`src/rtl/video_freeze_pkg.sv`:
```
// Shared definitions for the video freeze controller: FSM encoding and default parameters.
package video_freeze_pkg;

  typedef enum logic [2:0] {
    StIdle,
    StArm,
    StWaitVbl,
    StFrozen,
    StRelease
  } state_e;

  localparam int unsigned DefNreq   = 3;
  localparam int unsigned DefSettle = 2;
  localparam int unsigned DefTmoW   = 24;

endpackage

```
`src/rtl/edge_det.sv`:
```
// Registered rising-edge detector. Both history registers clear on reset, so no edge can be
// reported in the first cycle after reset.
module edge_det (
  input  logic clk,
  input  logic reset,
  input  logic din,
  output logic rise
);

  logic sync_q;
  logic prev_q;

  always_ff @(posedge clk) begin
    if (reset) begin
      sync_q <= 1'b0;
      prev_q <= 1'b0;
    end else begin
      sync_q <= din;
      prev_q <= sync_q;
    end
  end

  assign rise = sync_q & ~prev_q;

endmodule

```
`src/rtl/video_freeze_ctrl.sv`:
```
// Arbitrates freeze requests and times freeze engage/release to vertical lock and blanking.
module video_freeze_ctrl
  import video_freeze_pkg::*;
#(
  parameter int unsigned NREQ   = DefNreq,
  parameter int unsigned SETTLE = DefSettle,
  parameter int unsigned TMO_W  = DefTmoW
) (
  input  logic                    clk,
  input  logic                    reset,
  input  logic [NREQ-1:0]         req,
  output logic [NREQ-1:0]         ack,
  input  logic                    vs_in,
  input  logic                    vbl_in,
  input  logic                    lock_valid,
  output logic                    freeze,
  output logic [$clog2(NREQ)-1:0] owner,
  output logic                    nolock,
  output logic                    busy
);

  localparam int unsigned OW = $clog2(NREQ);
  localparam int unsigned SW = $clog2(SETTLE + 1);

  state_e            state_q, state_d;
  logic [SW-1:0]     settle_q, settle_d;
  logic [TMO_W-1:0]  tmo_q, tmo_d;
  logic [OW-1:0]     owner_q, owner_d;
  logic [NREQ-1:0]   ack_q, ack_d;
  logic              nolock_q, nolock_d;
  logic              freeze_q, freeze_d;
  logic              vs_rise, vbl_rise;
  logic              any_req;

  function automatic logic [OW-1:0] lowest_set(input logic [NREQ-1:0] v);
    logic [OW-1:0] idx;
    idx = '0;
    for (int i = NREQ - 1; i >= 0; i--) begin
      if (v[i]) idx = OW'(i);
    end
    return idx;
  endfunction

  edge_det u_vs_edge (
    .clk   (clk),
    .reset (reset),
    .din   (vs_in),
    .rise  (vs_rise)
  );

  edge_det u_vbl_edge (
    .clk   (clk),
    .reset (reset),
    .din   (vbl_in),
    .rise  (vbl_rise)
  );

  assign any_req = |req;

  always_comb begin
    state_d  = state_q;
    settle_d = settle_q;
    tmo_d    = tmo_q;
    owner_d  = owner_q;
    nolock_d = nolock_q;
    freeze_d = freeze_q;
    ack_d    = (state_q == StFrozen) ? req : '0;

    unique case (state_q)
      StIdle: begin
        if (any_req) begin
          state_d  = StArm;
          owner_d  = lowest_set(req);
          settle_d = '0;
          tmo_d    = '0;
        end
      end
      StArm: begin
        tmo_d = tmo_q + TMO_W'(1);
        // A lock drop wins over a coincident vsync edge.
        if (!lock_valid) begin
          settle_d = '0;
        end else if (vs_rise) begin
          settle_d = settle_q + SW'(1);
        end
        if (!any_req) begin
          state_d = StIdle;
        end else if (settle_d == SW'(SETTLE)) begin
          state_d = StWaitVbl;
        end else if (&tmo_d) begin
          state_d  = StFrozen;
          freeze_d = 1'b1;
          nolock_d = 1'b1;
        end
      end
      StWaitVbl: begin
        if (!any_req) begin
          state_d = StIdle;
        end else if (vbl_rise) begin
          state_d  = StFrozen;
          freeze_d = 1'b1;
        end
      end
      StFrozen: begin
        if (!any_req) begin
          state_d = StRelease;
          tmo_d   = '0;
        end else if (!req[owner_q]) begin
          owner_d = lowest_set(req);
        end
      end
      StRelease: begin
        // Timeout only counts while both sync inputs are quiet.
        tmo_d = (vs_rise || vbl_rise) ? '0 : tmo_q + TMO_W'(1);
        if (any_req) begin
          state_d = StFrozen;
          if (!req[owner_q]) owner_d = lowest_set(req);
        end else if (vbl_rise || (&tmo_d)) begin
          state_d  = StIdle;
          freeze_d = 1'b0;
        end
      end
      default: begin
        state_d  = StIdle;
        freeze_d = 1'b0;
      end
    endcase

    if ((state_d == StIdle) && (state_q != StIdle)) begin
      nolock_d = 1'b0;
      settle_d = '0;
      tmo_d    = '0;
    end
  end

  always_ff @(posedge clk) begin
    if (reset) begin
      state_q  <= StIdle;
      settle_q <= '0;
      tmo_q    <= '0;
      owner_q  <= '0;
      ack_q    <= '0;
      nolock_q <= 1'b0;
      freeze_q <= 1'b0;
    end else begin
      state_q  <= state_d;
      settle_q <= settle_d;
      tmo_q    <= tmo_d;
      owner_q  <= owner_d;
      ack_q    <= ack_d;
      nolock_q <= nolock_d;
      freeze_q <= freeze_d;
    end
  end

  assign freeze = freeze_q;
  assign ack    = ack_q;
  assign owner  = owner_q;
  assign nolock = nolock_q;
  assign busy   = (state_q != StIdle);

endmodule

```
`config.mk`:
```
export PLATFORM = sky130hd
export DESIGN_NAME = video_freeze_ctrl
export DESIGN_NICKNAME = d
export VERILOG_FILES = /design/src/rtl/video_freeze_pkg.sv /design/src/rtl/edge_det.sv /design/src/rtl/video_freeze_ctrl.sv
export SDC_FILE = /design/constraint.sdc
export NUM_CORES = 1
export LEC_CHECK = 0
export ABC_CLOCK_PERIOD_IN_PS = 6600
export CORE_ASPECT_RATIO = 0.5
export CORE_MARGIN = 1.5
export CORE_UTILIZATION = 57
export CTS_CLUSTER_SIZE = 20
export DETAILED_ROUTE_END_ITERATION = 8
export GPL_TIMING_DRIVEN = 0
export PLACE_DENSITY = 0.73
export SYNTH_ARGS = -nofsm -noshare
export SYNTH_HDL_FRONTEND = slang
export SYNTH_HIERARCHICAL = 1
export SYNTH_SLANG_ARGS = --single-unit
```
`constraint.sdc`:
```
create_clock -name clk -period 6.6 [get_ports clk]
set_clock_uncertainty 0.1 [all_clocks]
set_input_delay 0.66 -clock clk [delete_from_list [all_inputs] [get_ports clk]]
set_output_delay 0.66 -clock clk [all_outputs]
set_load 0.005 [all_outputs]
```
==> run metrics, run 1 <==
status=finished, final reports clean; largest net degree at the start of global routing=13; Final Setup Violations=0; mapped cell area=2740 µm²; postcts setup bufs=0; Vert. Die Dim=52.1 µm; synthesized flop and latch total=40; Gate Count Post-Synth=366; Iter 0 DRT Violations=292; Bufs on Longest Clock Path=2; share of layout cells above drive strength 1=10.3%; final hold violation count=0; slew margin rel.=47.4%; total CTS buffers=5; clock root buffer=clkbuf_8; RSZ-0062 raised after global routing=no; antenna violations before repair=0; Die X=101 µm; worst-path maximum fanout=10; data required time of the critical path=6670 ps; Initial Util=60.8%; Max Clock Freq=0.267 GHz; die area=5260 µm²; yosys warns=6; first-pass GRT wire length=12.5 mm; total power=0.479 mW; Hold WS=360 ps; area grow syn2layout=11.9%; setup slack, reg-to-reg=2860 ps; worst min path class=flop to flop; CP startpoint kind=flop; reg2reg end=tmo_q[10]$_SDFFE_PP0P_; worst-skew pair later-pin latency=320 ps; CP max stage delay=570 ps; Std-Cell Rows=17; # H-tree levels=2; top_reg_cell synth=dfxtp_1; Post-Syn Nets=376; num ports=16; Reg clk slew, reported paths=80 ps; total grt overflow=0; Nets=398; setup TNS=0 ps; drt wl/cell=17.3 µm; core region area=4510 µm²; pwr/cell area=156 nW/µm²; post-synthesis sequential area ratio=29.2%; most common cell in the netlist=dfxtp_1; post_cts resized=0; Synth async-reset ratio=0%; hold-critical path endpoint=u_vs_edge/prev_q$_SDFF_PP0_; Avg Inst Size Synth=7.49 µm²; most frequent CP cell=buf_2; most frequent cells after synthesis=dfxtp_1, a21oi_1, a31oi_1, nor2_1, o21ai_0; RR Startpoint=tmo_q[1]$_SDFFE_PP0P_; Synth area leader=dfxtp_1; CTS tree=built; GRT Util Overall=31.7%; Crit Path Category=flop to flop; Hold-fix buffers, CTS=0; Synth top area share=29.2%; Register-to-Register Path Depth=10; fin cells=455; Least-Margin Pin Slew=783 ps; Static Leakage=1.03 nW; number of global-route vias before repair=2538; Placed Cells=447; count of pins over their slew limit=0; Synth area leaders=dfxtp_1, a31oi_1, a21oi_1; crit path cell chain=ha_1, nand3_1, buf_2, a2111oi_1, a21oi_1, a211oi_2, nor4_2, a41oi_4, buf_2, a31oi_1; drt total wl=7.87 mm; First-pass DRT Iterations=5; Core Util, Final=68.0%; dpl hpwl=5.51 mm; # DRC=0; crit end category=flop; post-route ant nets=0; hold depth=1; Worst Path Arrival=3810 ps; min cycle time layout=3740 ps; slowest stage cell, crit path=a2111oi_1; Tcrit/Tclk final=56.7%; max_cap viols=0; synth unique cells=60; vias per cell=6.52; PortBufs=15; number of synthesized flops with an enable pin=0; # diodes=0; Via Count=2965; Placer Congestion=0.982; Clock Sinks=40; Max VDD drop=0.000127 V; Worst Hold Launch=u_vs_edge/sync_q$_SDFF_PP0_
[stage by stage]
step / setup slack [ps] / instance area (µm²)
after detailed placement: 3010 / 2980
after global routing: 2760 / 3070
after floorplan: 3730 / 2740
after global placement: 3050 / 2980
final: 2860 / 3070
after CTS: 2990 / 3070
[how the worst max path moves through the flow]
stage               slack [ps]                        to                   from  depth (start not counted)
floorplan                 3730  settle_q[0]$_SDFFE_PP0P_  tmo_q[1]$_SDFFE_PP0P_                         10
global placement          3050     tmo_q[2]$_SDFFE_PP0P_                 req[0]                          8
detailed placement        3010    tmo_q[19]$_SDFFE_PP0P_                 req[0]                          8
CTS                       2990    tmo_q[10]$_SDFFE_PP0P_  tmo_q[1]$_SDFFE_PP0P_                         10
global route              2760    tmo_q[10]$_SDFFE_PP0P_  tmo_q[1]$_SDFFE_PP0P_                         10
finish                    2860    tmo_q[10]$_SDFFE_PP0P_  tmo_q[1]$_SDFFE_PP0P_                         10
[state kept, by name (all words and copies together) (netlist names)]
register / count
tmo_q: 24
u_vs_edge/sync_q: 1
u_vbl_edge/sync_q: 1
settle_q: 2
ack: 3
freeze: 1
owner: 2
u_vbl_edge/prev_q: 1
nolock: 1
u_vs_edge/prev_q: 1
state_q: 3
[per-layer routing]
layer / global-route usage (%) / routed length [µm]
met3: 9.01 / 934
met4: 13.0 / 175
met5: 0 / 0
met1: 42.3 / 3580
met2: 48.7 / 3180
[cell families (layout without fill, tap and decap cells)]
kind of cell             Yosys count  after routing  share of synthesized area (%)
multiplexers                       1              1                          0.365
adder cells (fa/ha/maj)            2              2                          0.912
buffers and inverters             39             62                           6.71
XOR/XNOR                           4              4                           1.28
AND/OR/NAND/NOR                  159            159                           33.4
flip-flops                        40             40                           29.2
AO/OA/AOI/OAI                    121            121                           28.1
[where the power goes]
group / switching, mW / internal (mW) / leakage, nW
logic: 0.0341 / 0.0205 / 0.655
clock network: 0.0938 / 0.0835 / 0.0510
registers: 0.00307 / 0.244 / 0.324
[cell type report]
cell class,instances,area (µm²)
Timing Repair Buffer,15,150
Multi-Input combinational cell,287,1760
Sequential cell,40,801
Fill cell,406,1440
Inverter,9,33.8
Buffer,30,150
Clock buffer,6,82.6
Clock inverter,2,10.0
Tap cell,66,82.6
[worst max-delay path: cells and delay by family (launching register included)]
family	cells	cell delay, ps
AO/OA/AOI/OAI	5	1710
flip-flops	1	550
buffers and inverters	2	540
adder cells (fa/ha/maj)	1	410
AND/OR/NAND/NOR	2	290
[cell usage in the layout, fill, tap and decap left out, types with 6 or more instances in the layout]
master           count
nand3_1             14
a21oi_1             31
clkbuf_8             6
o21ai_0             28
a31oi_1             30
clkbuf_1            16
nand4_1              8
nor4_1              10
dfxtp_1             40
buf_2               12
nand2_1             27
clkdlybuf4s50_1     15
nor2b_1             11
nor3_1              15
inv_1                9
nor2_1              30
(Power assumes the default switching activity.)
==> run 2: changes to the inputs <==
--- a/config.mk
+++ b/config.mk
@@ -5,7 +5,7 @@
 export SDC_FILE = /design/constraint.sdc
 export NUM_CORES = 1
 export LEC_CHECK = 0
-export ABC_CLOCK_PERIOD_IN_PS = 6600
+export ABC_CLOCK_PERIOD_IN_PS = 3700
 export CORE_ASPECT_RATIO = 0.5
 export CORE_MARGIN = 1.5
 export CORE_UTILIZATION = 57
==> constraint.sdc (replaced) <==
create_clock -name clk -period 3.7 [get_ports clk]
set_clock_uncertainty 0.1 [all_clocks]
set_input_delay 0.37 -clock clk [delete_from_list [all_inputs] [get_ports clk]]
set_output_delay 0.37 -clock clk [all_outputs]
set_load 0.005 [all_outputs]
==> run metrics, run 2 (synthesized netlist as in run 1, its figures left out) <==
number of global-route vias before repair=2538 (unchanged); Worst Path Arrival=3520 ps (was 3810 ps); Clock Sinks=40 (unchanged); Core Util, Final=68.2% (was 68.0%); Reg clk slew, reported paths=80 ps (about the same); crit path cell chain=ha_2, nand3_1, buf_2, a2111oi_2, a21oi_1, a211oi_2, nor4_2, a41oi_4, buf_2, a31oi_1 (was ha_1, nand3_1, buf_2, a2111oi_1, a21oi_1, a211oi_2, nor4_2, a41oi_4, buf_2, a31oi_1); Final WS setup=244 ps (was 2860 ps); PortBufs=15 (unchanged); Register-to-Register Path Depth=10 (unchanged); Worst Hold Launch=u_vs_edge/sync_q$_SDFF_PP0_ (unchanged); WL met2=3.21 mm (was 3.18 mm); placed inst area=2980 µm² (unchanged); Least-Margin Pin Slew=782 ps (was 783 ps); Placed Cells=447 (unchanged); max reg flops=24 (unchanged); core region area=4510 µm² (unchanged); # H-tree levels=2 (unchanged); final hold violation count=0 (unchanged); setup TNS=0 ps (unchanged); count of pins over their slew limit=0 (unchanged); worst-path maximum fanout=10 (unchanged); slowest stage cell, crit path=dfxtp_1 (was a2111oi_1); num ports=16 (unchanged); Setup WS pre-CTS=114 ps (was 3010 ps); CP startpoint=tmo_q[1]$_SDFFE_PP0P_ (unchanged); clock root buffer=clkbuf_8 (unchanged); CTS tree=built (unchanged); worst min path class=flop to flop (unchanged); Tcrit/Tclk final=93.4% (was 56.7%); min cycle time layout=3460 ps (was 3740 ps); reg2reg end=tmo_q[10]$_SDFFE_PP0P_ (unchanged); die area=5260 µm² (unchanged); Max VDD drop=0.000222 V (was 0.000127 V); fin cells=455 (unchanged); DRT met1 WL=3.57 mm (was 3.58 mm); total CTS buffers=5 (unchanged); Placer Congestion=0.982 (unchanged); WP buf/inv=2 (unchanged); pwr/cell area=278 nW/µm² (was 156 nW/µm²); largest register by flop count=tmo_q (unchanged); Hold WS=360 ps (about the same); crit end category=flop (unchanged); post-route ant nets=0 (unchanged); Crit Path Category=flop to flop (unchanged); Nets=398 (unchanged); drt wl/cell=17.4 µm (was 17.3 µm); First-pass DRT Iterations=6 (was 5); RSZ-0062 raised after global routing=no (unchanged); Iter 0 DRT Violations=273 (was 292); fillers=405 (was 406); postcts setup bufs=0 (unchanged); Max Clock Freq=0.289 GHz (was 0.267 GHz); # DRC=0 (unchanged); hold-critical path endpoint=u_vs_edge/prev_q$_SDFF_PP0_ (unchanged); largest net degree at the start of global routing=13 (unchanged); commonest non-fill, non-tap cell in the layout=dfxtp_1 (unchanged); dpl hpwl=5.51 mm (unchanged); first-pass GRT wire length=12.5 mm (unchanged); setup slack, reg-to-reg=240 ps (was 2860 ps); hold depth=1 (unchanged); CP max stage delay=550 ps (was 570 ps); most frequent CP cell=buf_2 (unchanged); # diodes=0 (unchanged); Static Leakage=1.03 nW (about the same); RR Startpoint=tmo_q[1]$_SDFFE_PP0P_ (unchanged); CP top delay family=compound AO/OA/AOI/OAI gates (unchanged); vias per cell=6.62 (was 6.52); status=finished, final reports clean (unchanged); Vert. Die Dim=52.1 µm (unchanged); Initial Util=60.8% (unchanged); met3 wire len=970 µm (was 934 µm); uppermost routed layer=met4 (unchanged); slew margin rel.=47.5% (was 47.4%); Final Setup Violations=0 (unchanged); Via Count=3014 (was 2965); antenna violations before repair=0 (unchanged); cell area after layout=3080 µm² (was 3070 µm²); Die X=101 µm (unchanged); GRT Util Overall=31.7% (unchanged); Bufs on Longest Clock Path=2 (unchanged); share of layout cells above drive strength 1=10.8% (was 10.3%); CP startpoint kind=flop (unchanged); max_cap viols=0 (unchanged); total grt overflow=0 (unchanged); drt total wl=7.91 mm (was 7.87 mm); total power=0.855 mW (was 0.479 mW); Std-Cell Rows=17 (unchanged); most frequent cells in the layout=dfxtp_1, a21oi_1, nor2_1, a31oi_1, o21ai_0 (unchanged); worst-skew pair later-pin latency=320 ps (about the same); data required time of the critical path=3770 ps (was 6670 ps); area grow syn2layout=12.1% (was 11.9%)
-- run 2: report_power, final --
group          internal (mW)  switching (mW)  leakage, nW
Combinational         0.0366          0.0610        0.652
Clock                  0.149           0.167       0.0510
Sequential             0.436         0.00551        0.324
-- run 2: what timing repair did --
| action | CTS | global route |
|---|---|---|
| setup endpoints to repair | 0 | 20 |
| hold buffers | 0 | 0 |
| resized for setup | 0 | 2 |
| endpoints found under the hold margin | 0 | 0 |
-- run 2: layout make-up --
type | instances | area (µm²) | area share (%)
well taps | 66 | 82.6 | 2.69
plain buffers | 30 | 150 | 4.88
clock buffers | 6 | 82.6 | 2.69
clock inverters | 2 | 10.0 | 0.325
multi-input cells | 287 | 1770 | 57.4
inverters | 9 | 33.8 | 1.10
repair buffers | 15 | 150 | 4.88
flip-flops and latches | 40 | 801 | 26.0
-- run 2: routing by layer --
layer / track usage [%] / vias up
met3: 9.01 / 17
met4: 13.0 / 0
met1: 42.3 / 1382
li1: - / 1430
met2: 48.7 / 185
met5: 0 / -
-- run 2: worst max-delay path by stage --
stage	to	slack (ps)	depth (start not counted)
global route	settle_q[1]$_SDFFE_PP0P_	80	10
global placement	tmo_q[12]$_SDFFE_PP0P_	190	10
CTS	tmo_q[10]$_SDFFE_PP0P_	90	10
detailed placement	tmo_q[10]$_SDFFE_PP0P_	110	10
floorplan	settle_q[0]$_SDFFE_PP0P_	830	10
finish	tmo_q[10]$_SDFFE_PP0P_	240	10
